--- config.mk ---
export PLATFORM = sky130hd
export DESIGN_NAME = button_conditioner
export DESIGN_NICKNAME = d
export VERILOG_FILES = /design/src/rtl/calc_pkg.sv /design/src/rtl/btn_debounce.sv /design/src/rtl/button_conditioner.sv
export SDC_FILE = /design/constraint.sdc
export NUM_CORES = 1
export LEC_CHECK = 0
export ABC_AREA = 1
export BUFFER_PORTS_ARGS = -buffer_cell sky130_fd_sc_hd__buf_2
export CORE_UTILIZATION = 55
export CTS_BUF_LIST = sky130_fd_sc_hd__clkbuf_16
export DETAILED_ROUTE_END_ITERATION = 16
export PLACE_DENSITY = 0.76
export SLEW_MARGIN = 20
export SYNTH_ARGS = -nofsm -noshare
export SYNTH_HDL_FRONTEND = slang
export SYNTH_SLANG_ARGS = --single-unit
--- constraint.sdc ---
create_clock -name clk -period 5.81 [get_ports clk]
set_input_delay 0.581 -clock clk [delete_from_list [all_inputs] [get_ports clk]]
set_output_delay 0.581 -clock clk [all_outputs]
set_load 0.01 [all_outputs]
--- src/rtl/calc_pkg.sv ---
// Shared definitions for the calculator front end: button count, button indices
// and the per-button debounce state encoding.
package calc_pkg;

   localparam int NUM_BTN_DEF = 9;

   localparam int BTN_N1_TENS = 0;
   localparam int BTN_N1_ONES = 1;
   localparam int BTN_N2_TENS = 2;
   localparam int BTN_N2_ONES = 3;
   localparam int BTN_ADD     = 4;
   localparam int BTN_SUB     = 5;
   localparam int BTN_MUL     = 6;
   localparam int BTN_DIV     = 7;
   localparam int BTN_CLR     = 8;

   typedef enum logic [1:0] {
      IDLE_LO,
      CHK_HI,
      IDLE_HI,
      CHK_LO
   } btn_state_t;

   function automatic int max2(input int a, input int b);
      return (a > b) ? a : b;
   endfunction

endpackage

--- src/rtl/btn_debounce.sv ---
// One button: 2-FF synchronizer, debounce FSM with saturating stability counter,
// and an optional hold-to-repeat generator (enabled by defining AUTO_REPEAT_EN).
module btn_debounce
   import calc_pkg::*;
#(
   parameter int DEBOUNCE_CYCLES = 1_000_000,
   parameter int REPEAT_DELAY    = 50_000_000,
   parameter int REPEAT_PERIOD   = 20_000_000
) (
   input  logic clk,
   input  logic rst,
   input  logic i_raw,
   output logic o_level,
   output logic o_pulse
);

   localparam int CNT_W = $clog2(DEBOUNCE_CYCLES + 1);
   localparam logic [CNT_W-1:0] CNT_MAX = CNT_W'(DEBOUNCE_CYCLES);

   logic             r_sync1;
   logic             r_sync2;
   logic             w_s;
   btn_state_t       r_state;
   btn_state_t       w_state_next;
   logic [CNT_W-1:0] r_cnt;
   logic [CNT_W-1:0] w_cnt_next;
   logic [CNT_W-1:0] w_cnt_inc;
   logic             r_level;
   logic             w_level_next;
   logic             r_pulse;
   logic             w_pulse_next;
   logic             w_rpt_fire;

   assign w_s       = r_sync2;
   assign w_cnt_inc = (r_cnt == CNT_MAX) ? r_cnt : r_cnt + CNT_W'(1);

   always_ff @(posedge clk or negedge rst) begin
      if (!rst) begin
         r_sync1 <= 1'b0;
         r_sync2 <= 1'b0;
         r_state <= IDLE_LO;
         r_cnt   <= '0;
         r_level <= 1'b0;
         r_pulse <= 1'b0;
      end else begin
         r_sync1 <= i_raw;
         r_sync2 <= r_sync1;
         r_state <= w_state_next;
         r_cnt   <= w_cnt_next;
         r_level <= w_level_next;
         r_pulse <= w_pulse_next;
      end
   end

   // The counter holds the number of consecutive samples agreeing with the new level.
   always_comb begin
      w_state_next = r_state;
      w_cnt_next   = r_cnt;
      w_level_next = r_level;
      w_pulse_next = 1'b0;
      case (r_state)
         IDLE_LO: begin
            if (w_s) begin
               w_state_next = CHK_HI;
               w_cnt_next   = CNT_W'(1);
            end
         end
         CHK_HI: begin
            if (!w_s) begin
               w_state_next = IDLE_LO;
               w_cnt_next   = '0;
            end else if (w_cnt_inc == CNT_MAX) begin
               w_state_next = IDLE_HI;
               w_cnt_next   = '0;
               w_level_next = 1'b1;
               w_pulse_next = 1'b1;
            end else begin
               w_cnt_next = w_cnt_inc;
            end
         end
         IDLE_HI: begin
            if (!w_s) begin
               w_state_next = CHK_LO;
               w_cnt_next   = CNT_W'(1);
            end else begin
               w_pulse_next = w_rpt_fire;
            end
         end
         CHK_LO: begin
            if (w_s) begin
               w_state_next = IDLE_HI;
               w_cnt_next   = '0;
            end else if (w_cnt_inc == CNT_MAX) begin
               w_state_next = IDLE_LO;
               w_cnt_next   = '0;
               w_level_next = 1'b0;
            end else begin
               w_cnt_next = w_cnt_inc;
            end
         end
         default: begin
            w_state_next = IDLE_LO;
            w_cnt_next   = '0;
         end
      endcase
   end

`ifdef AUTO_REPEAT_EN
   localparam int RPT_W = $clog2(max2(REPEAT_DELAY, REPEAT_PERIOD) + 1);

   logic [RPT_W-1:0] r_rpt_cnt;
   logic [RPT_W-1:0] w_rpt_cnt_next;
   logic [RPT_W-1:0] w_rpt_target;
   logic             r_rpt_first;
   logic             w_rpt_first_next;

   always_ff @(posedge clk or negedge rst) begin
      if (!rst) begin
         r_rpt_cnt   <= '0;
         r_rpt_first <= 1'b1;
      end else begin
         r_rpt_cnt   <= w_rpt_cnt_next;
         r_rpt_first <= w_rpt_first_next;
      end
   end

   // Anything other than a steady hold restarts the sequence with the long first delay.
   always_comb begin
      w_rpt_target     = r_rpt_first ? RPT_W'(REPEAT_DELAY) : RPT_W'(REPEAT_PERIOD);
      w_rpt_fire       = (r_state == IDLE_HI) && w_s && (r_rpt_cnt + RPT_W'(1) == w_rpt_target);
      w_rpt_cnt_next   = '0;
      w_rpt_first_next = 1'b1;
      if ((r_state == IDLE_HI) && w_s) begin
         if (w_rpt_fire) begin
            w_rpt_first_next = 1'b0;
         end else begin
            w_rpt_cnt_next   = r_rpt_cnt + RPT_W'(1);
            w_rpt_first_next = r_rpt_first;
         end
      end
   end
`else
   logic w_rpt_unused;

   assign w_rpt_fire   = 1'b0;
   assign w_rpt_unused = ^{REPEAT_DELAY[0], REPEAT_PERIOD[0]};
`endif

   assign o_level = r_level;
   assign o_pulse = r_pulse;

endmodule

--- src/rtl/button_conditioner.sv ---
// Calculator button front end: per-button debouncers plus a single registered key-event
// channel (lowest index wins, sticky overflow). Define AUTO_REPEAT_EN for hold-to-repeat.
module button_conditioner
   import calc_pkg::*;
#(
   parameter int NUM_BTN         = NUM_BTN_DEF,
   parameter int DEBOUNCE_CYCLES = 1_000_000,
   parameter int REPEAT_DELAY    = 50_000_000,
   parameter int REPEAT_PERIOD   = 20_000_000
) (
   input  logic               clk,
   input  logic               rst,
   input  logic [NUM_BTN-1:0] btn_raw,
   output logic [NUM_BTN-1:0] btn_level,
   output logic [NUM_BTN-1:0] btn_pulse,
   output logic               key_valid,
   output logic [3:0]         key_code,
   input  logic               key_ready,
   output logic               key_ovf
);

   logic       r_key_valid;
   logic [3:0] r_key_code;
   logic       r_key_ovf;
   logic [3:0] w_code;
   logic       w_any;
   logic       w_multi;
   logic       w_xfer;
   logic       w_load;

   for (genvar gi = 0; gi < NUM_BTN; gi++) begin : g_btn
      btn_debounce #(
         .DEBOUNCE_CYCLES (DEBOUNCE_CYCLES),
         .REPEAT_DELAY    (REPEAT_DELAY),
         .REPEAT_PERIOD   (REPEAT_PERIOD)
      ) u_debounce (
         .clk     (clk),
         .rst     (rst),
         .i_raw   (btn_raw[gi]),
         .o_level (btn_level[gi]),
         .o_pulse (btn_pulse[gi])
      );
   end

   always_comb begin
      w_code = 4'd0;
      for (int i = NUM_BTN - 1; i >= 0; i--) begin
         if (btn_pulse[i]) begin
            w_code = 4'(i);
         end
      end
   end

   // x & (x-1) is non-zero exactly when more than one bit is set.
   assign w_any   = |btn_pulse;
   assign w_multi = |(btn_pulse & (btn_pulse - NUM_BTN'(1)));
   assign w_xfer  = r_key_valid && key_ready;
   assign w_load  = w_any && (!r_key_valid || w_xfer);

   always_ff @(posedge clk or negedge rst) begin
      if (!rst) begin
         r_key_valid <= 1'b0;
         r_key_code  <= 4'd0;
         r_key_ovf   <= 1'b0;
      end else begin
         if (w_load) begin
            r_key_valid <= 1'b1;
            r_key_code  <= w_code;
         end else if (w_xfer) begin
            r_key_valid <= 1'b0;
            r_key_code  <= 4'd0;
         end
         if (w_multi || (w_any && !w_load)) begin
            r_key_ovf <= 1'b1;
         end
      end
   end

   assign key_valid = r_key_valid;
   assign key_code  = r_key_code;
   assign key_ovf   = r_key_ovf;

endmodule
==> flow_summary.ini <==
[yosys]
synth.cell_area_mm2 = 0.0168
synth.mux.area_fraction = 0
syn-instance-count = 2448
synthDistinctLibCells = 47
syn_nets = 2487
synth_warnings = 0
largest_family_of_logic_cells_by_synthesized_area = simple AND/OR/NAND/NOR gates
syn_area_per_cell_um2 = 6.88
seq_area_frac_synth = 0.357
synth_fa_ha_area_frac = 0.0201
synth_compound_gate_area_share = 0.0808
postSynthRegisterBits = 240
synth-xor-area-share = 0.0592
synth_simple_gate_area_share = 0.386

[power_and_ir_drop]
power.density_mw_per_mm2 = 241
reported_leakage_power_nw = 7.93
max-vdd-ir-drop_v = 0.000214

[global_routing]
grt_antenna_before_repair = 0
via_count_of_the_first_global_routing_pass = 15373
grt_remaining_overflow = 0
grt_max_degree = 144
groute.usage.overall = 0.290
wire_length_of_the_first_global_routing_pass_um = 74900

[placed_design]
dp_cells = 2817
hpwl_um = 33400
place.gp.congestion = 1.03
io_buffers = 35
place_ws_ps = 3160

[clock_tree]
cts-resized-gates = 0
root_buffer = sky130_fd_sc_hd__clkbuf_16
clk_transition_reported_paths_ps = 60
cts_tree = yes
ctsLongestPathBuffers = 3
clock_buffers_created_by_tritoncts = 28
clk_latency_ps = 550
cts.hold.buffers_added = 0
cts_sinks = 240
h-tree-depth = 1
postCtsSetupBuffers = 0

[route]
firstDrtPassIters = 7
route.vias.total = 16373
routed_via_density = 5.71
first_iter_violations = 1596
routedWlPerCell_um = 15.6
ant_nets = 0
routed_wl_um = 44700
drc_errors = 0

[worst_setup_path]
cp_data_arrival_time_ps = 3130
cp-start-kind = register
critPathSlowestCell = sky130_fd_sc_hd__nor2_1
critical_path.most_common_cell = sky130_fd_sc_hd__inv_1
critical_path.top_delay_family = simple AND/OR/NAND/NOR gates
worst_ep_required_time_ps = 6220
number_of_buffer_and_inverter_stages_on_the_critical_path = 3
end_kind = register
worst_r2r_startpoint = g_btn[2].u_debounce.r_sync2$_DFF_PN0_
crit_chain = inv_1, nor2_1, inv_1, nand2_1, nor2_1, inv_1, o21ai_0, o21ai_0
worst-path-max-fanout = 17
crit_type = reg2reg
timing.critical_path.from = g_btn[2].u_debounce.r_sync2$_DFF_PN0_
slowest_delay_ps = 730

[floorplan]
top_ports = 36
initial_core_util = 0.564
die_area_mm2 = 0.0313
std_cell_rows = 63
die_height_um = 177
floorplan.core_area_mm2 = 0.0299
die-width_um = 177

[flow_run]
max_cap_viol_count = 0

[sta]
clock-skew-final_ps = 15.9
timing_hold_violations_final = 0
rsz0062_at_grt = false
timing_worst_slew_pin_value_ps = 964
period_minus_slack_ps = 2720
timing.slew.headroom = 0.355
post-route-period-util = 0.468
maxClockFrequency_mhz = 368
totalNegativeSetupSlack_ps = 0
timing.final.ws_setup_ps = 3090
timing.final.setup_violations = 0
final-max-slew-violation-count = 0

[cells_and_area]
layout-area-overhead-vs-synth_pct = 7.94
layout.cells.non_filler = 2868
antennaDiodeCount = 0
mostFrequentLayoutCells = sky130_fd_sc_hd__nand2_1 (596), sky130_fd_sc_hd__inv_1 (345), sky130_fd_sc_hd__nor2_1 (311), sky130_fd_sc_hd__nand3_1 (294), sky130_fd_sc_hd__dfrtp_1 (240)
final_net_count = 2496
fillCellCount = 2729
layout-drive-gt1-share = 0.0617
mostFrequentLayoutCell = sky130_fd_sc_hd__nand2_1

[hold_path]
hp-class = in2async

[outcome]
run_status = finished clean
-- power breakdown --
part           switching (mW)  internal (mW)  leakage (nW)
combinational           0.493          0.189          4.20
clock                   0.712           1.12         0.474
sequential              0.122           1.75          3.25
total                    1.33           3.06          7.93
-- logic make-up (layout without fill, tap and decap cells) --
kind of cell,Yosys count,in the layout
buffers and inverters,404,434
adders and majority gates,27,27
and+or+nand+nor,1453,1453
DFF,240,240
AOI/OAI and AO/OA,211,211
xor gates and xnor gates,113,113
-- worst register-to-register path, cell delays in order (launching register included) --
cell,delay [ps]
sky130_fd_sc_hd__dfrtp_1,580
sky130_fd_sc_hd__inv_1,410
sky130_fd_sc_hd__nor2_1,110
sky130_fd_sc_hd__inv_1,80
sky130_fd_sc_hd__nand2_1,70
sky130_fd_sc_hd__nor2_1,730
sky130_fd_sc_hd__inv_1,350
sky130_fd_sc_hd__o21ai_0,170
sky130_fd_sc_hd__o21ai_0,110
-- area by class of cell --
type | instances | area [µm²] | area share
inverter | 346 | 1300 | 0.0715
multi-input combinational | 1804 | 9200 | 0.506
timing repair buffer | 37 | 213 | 0.0117
sequential | 240 | 6010 | 0.331
clock buffer | 29 | 726 | 0.0399
tap | 390 | 488 | 0.0269
clock inverter | 22 | 239 | 0.0132
-- synth_stat cells (all sizes together) --
library cell	count	area, µm²
o21bai	2	15.0
a31oi	3	18.8
nand3	303	1570
a21oi	28	140
o2111ai	2	17.5
clkinv	2	7.51
nand2	613	2350
clkbuf	27	101
a21o	1	7.51
nor2	341	1360
o311ai	30	263
o31ai	5	37.5
inv	344	1290
xnor2	9	86.3
o21ai	62	310
xor2	104	911
nand3b	11	82.6
o22ai	41	269
dfrtp	240	6010
o211ai	33	248
and2	8	50.1
ha	27	338
nor3	55	322
or2	7	43.8
a22oi	1	7.51
o32ai	3	26.3
buf	31	233
nor4	1	6.26
nor3b	1	7.51
nand4	113	707
-- flip-flops by register name, indices dropped and copies added, names as in the netlist, named ones only --
register                  count
g_btn.u_debounce.r_cnt      180
g_btn.u_debounce.o_level      9
g_btn.u_debounce.o_pulse      9
g_btn.u_debounce.r_state      9
g_btn.u_debounce.r_sync1      9
g_btn.u_debounce.r_sync2      9
key_code                      4
key_ovf                       1
key_valid                     1
-- path summary, 6_finish.rpt --
path / end / slack [ps] / cells past startpoint
setup / recovery: g_btn[2].u_debounce.r_cnt[0]$_DFFE_PN0P_ / 3090 / 8
hold / removal: g_btn[4].u_debounce.r_cnt[17]$_DFFE_PN0P_ / 80 / 1
setup reg to reg: g_btn[2].u_debounce.r_cnt[0]$_DFFE_PN0P_ / 3090 / 8
hold reg to reg: g_btn[6].u_debounce.r_sync2$_DFF_PN0_ / 340 / 0
max in group asynchronous: g_btn[1].u_debounce.r_cnt[12]$_DFFE_PN0P_ / 4490 / 2
min in group clk: g_btn[7].u_debounce.r_sync1$_DFF_PN0_ / 140 / 1
-- layer usage --
metal | GRT usage | part of all wire | vias to the layer above
met2 | 0.475 | 0.47 | 559
met1 | 0.409 | 0.45 | 7684
met3 | 0.0266 | 0.052 | 93
met5 | 0 | 0 | -
met4 | 0.0805 | 0.027 | 0
li1 | - | - | 8037
-- stage by stage --
step / power (mW) / hold WS [ps] / cell area (µm²) / util
finish: 4.38 / 82.8 / 18200 / 0.608
global route: 4.59 / 126 / 18200 / 0.608
CTS: 4.41 / 104 / 18200 / 0.608
detailed placement: 2.56 / 336 / 17200 / 0.576
global placement: 2.54 / 333 / 17200 / 0.576
floorplan: 2.39 / 285 / 16800 / -
Power figures use the tool's default switching activity.
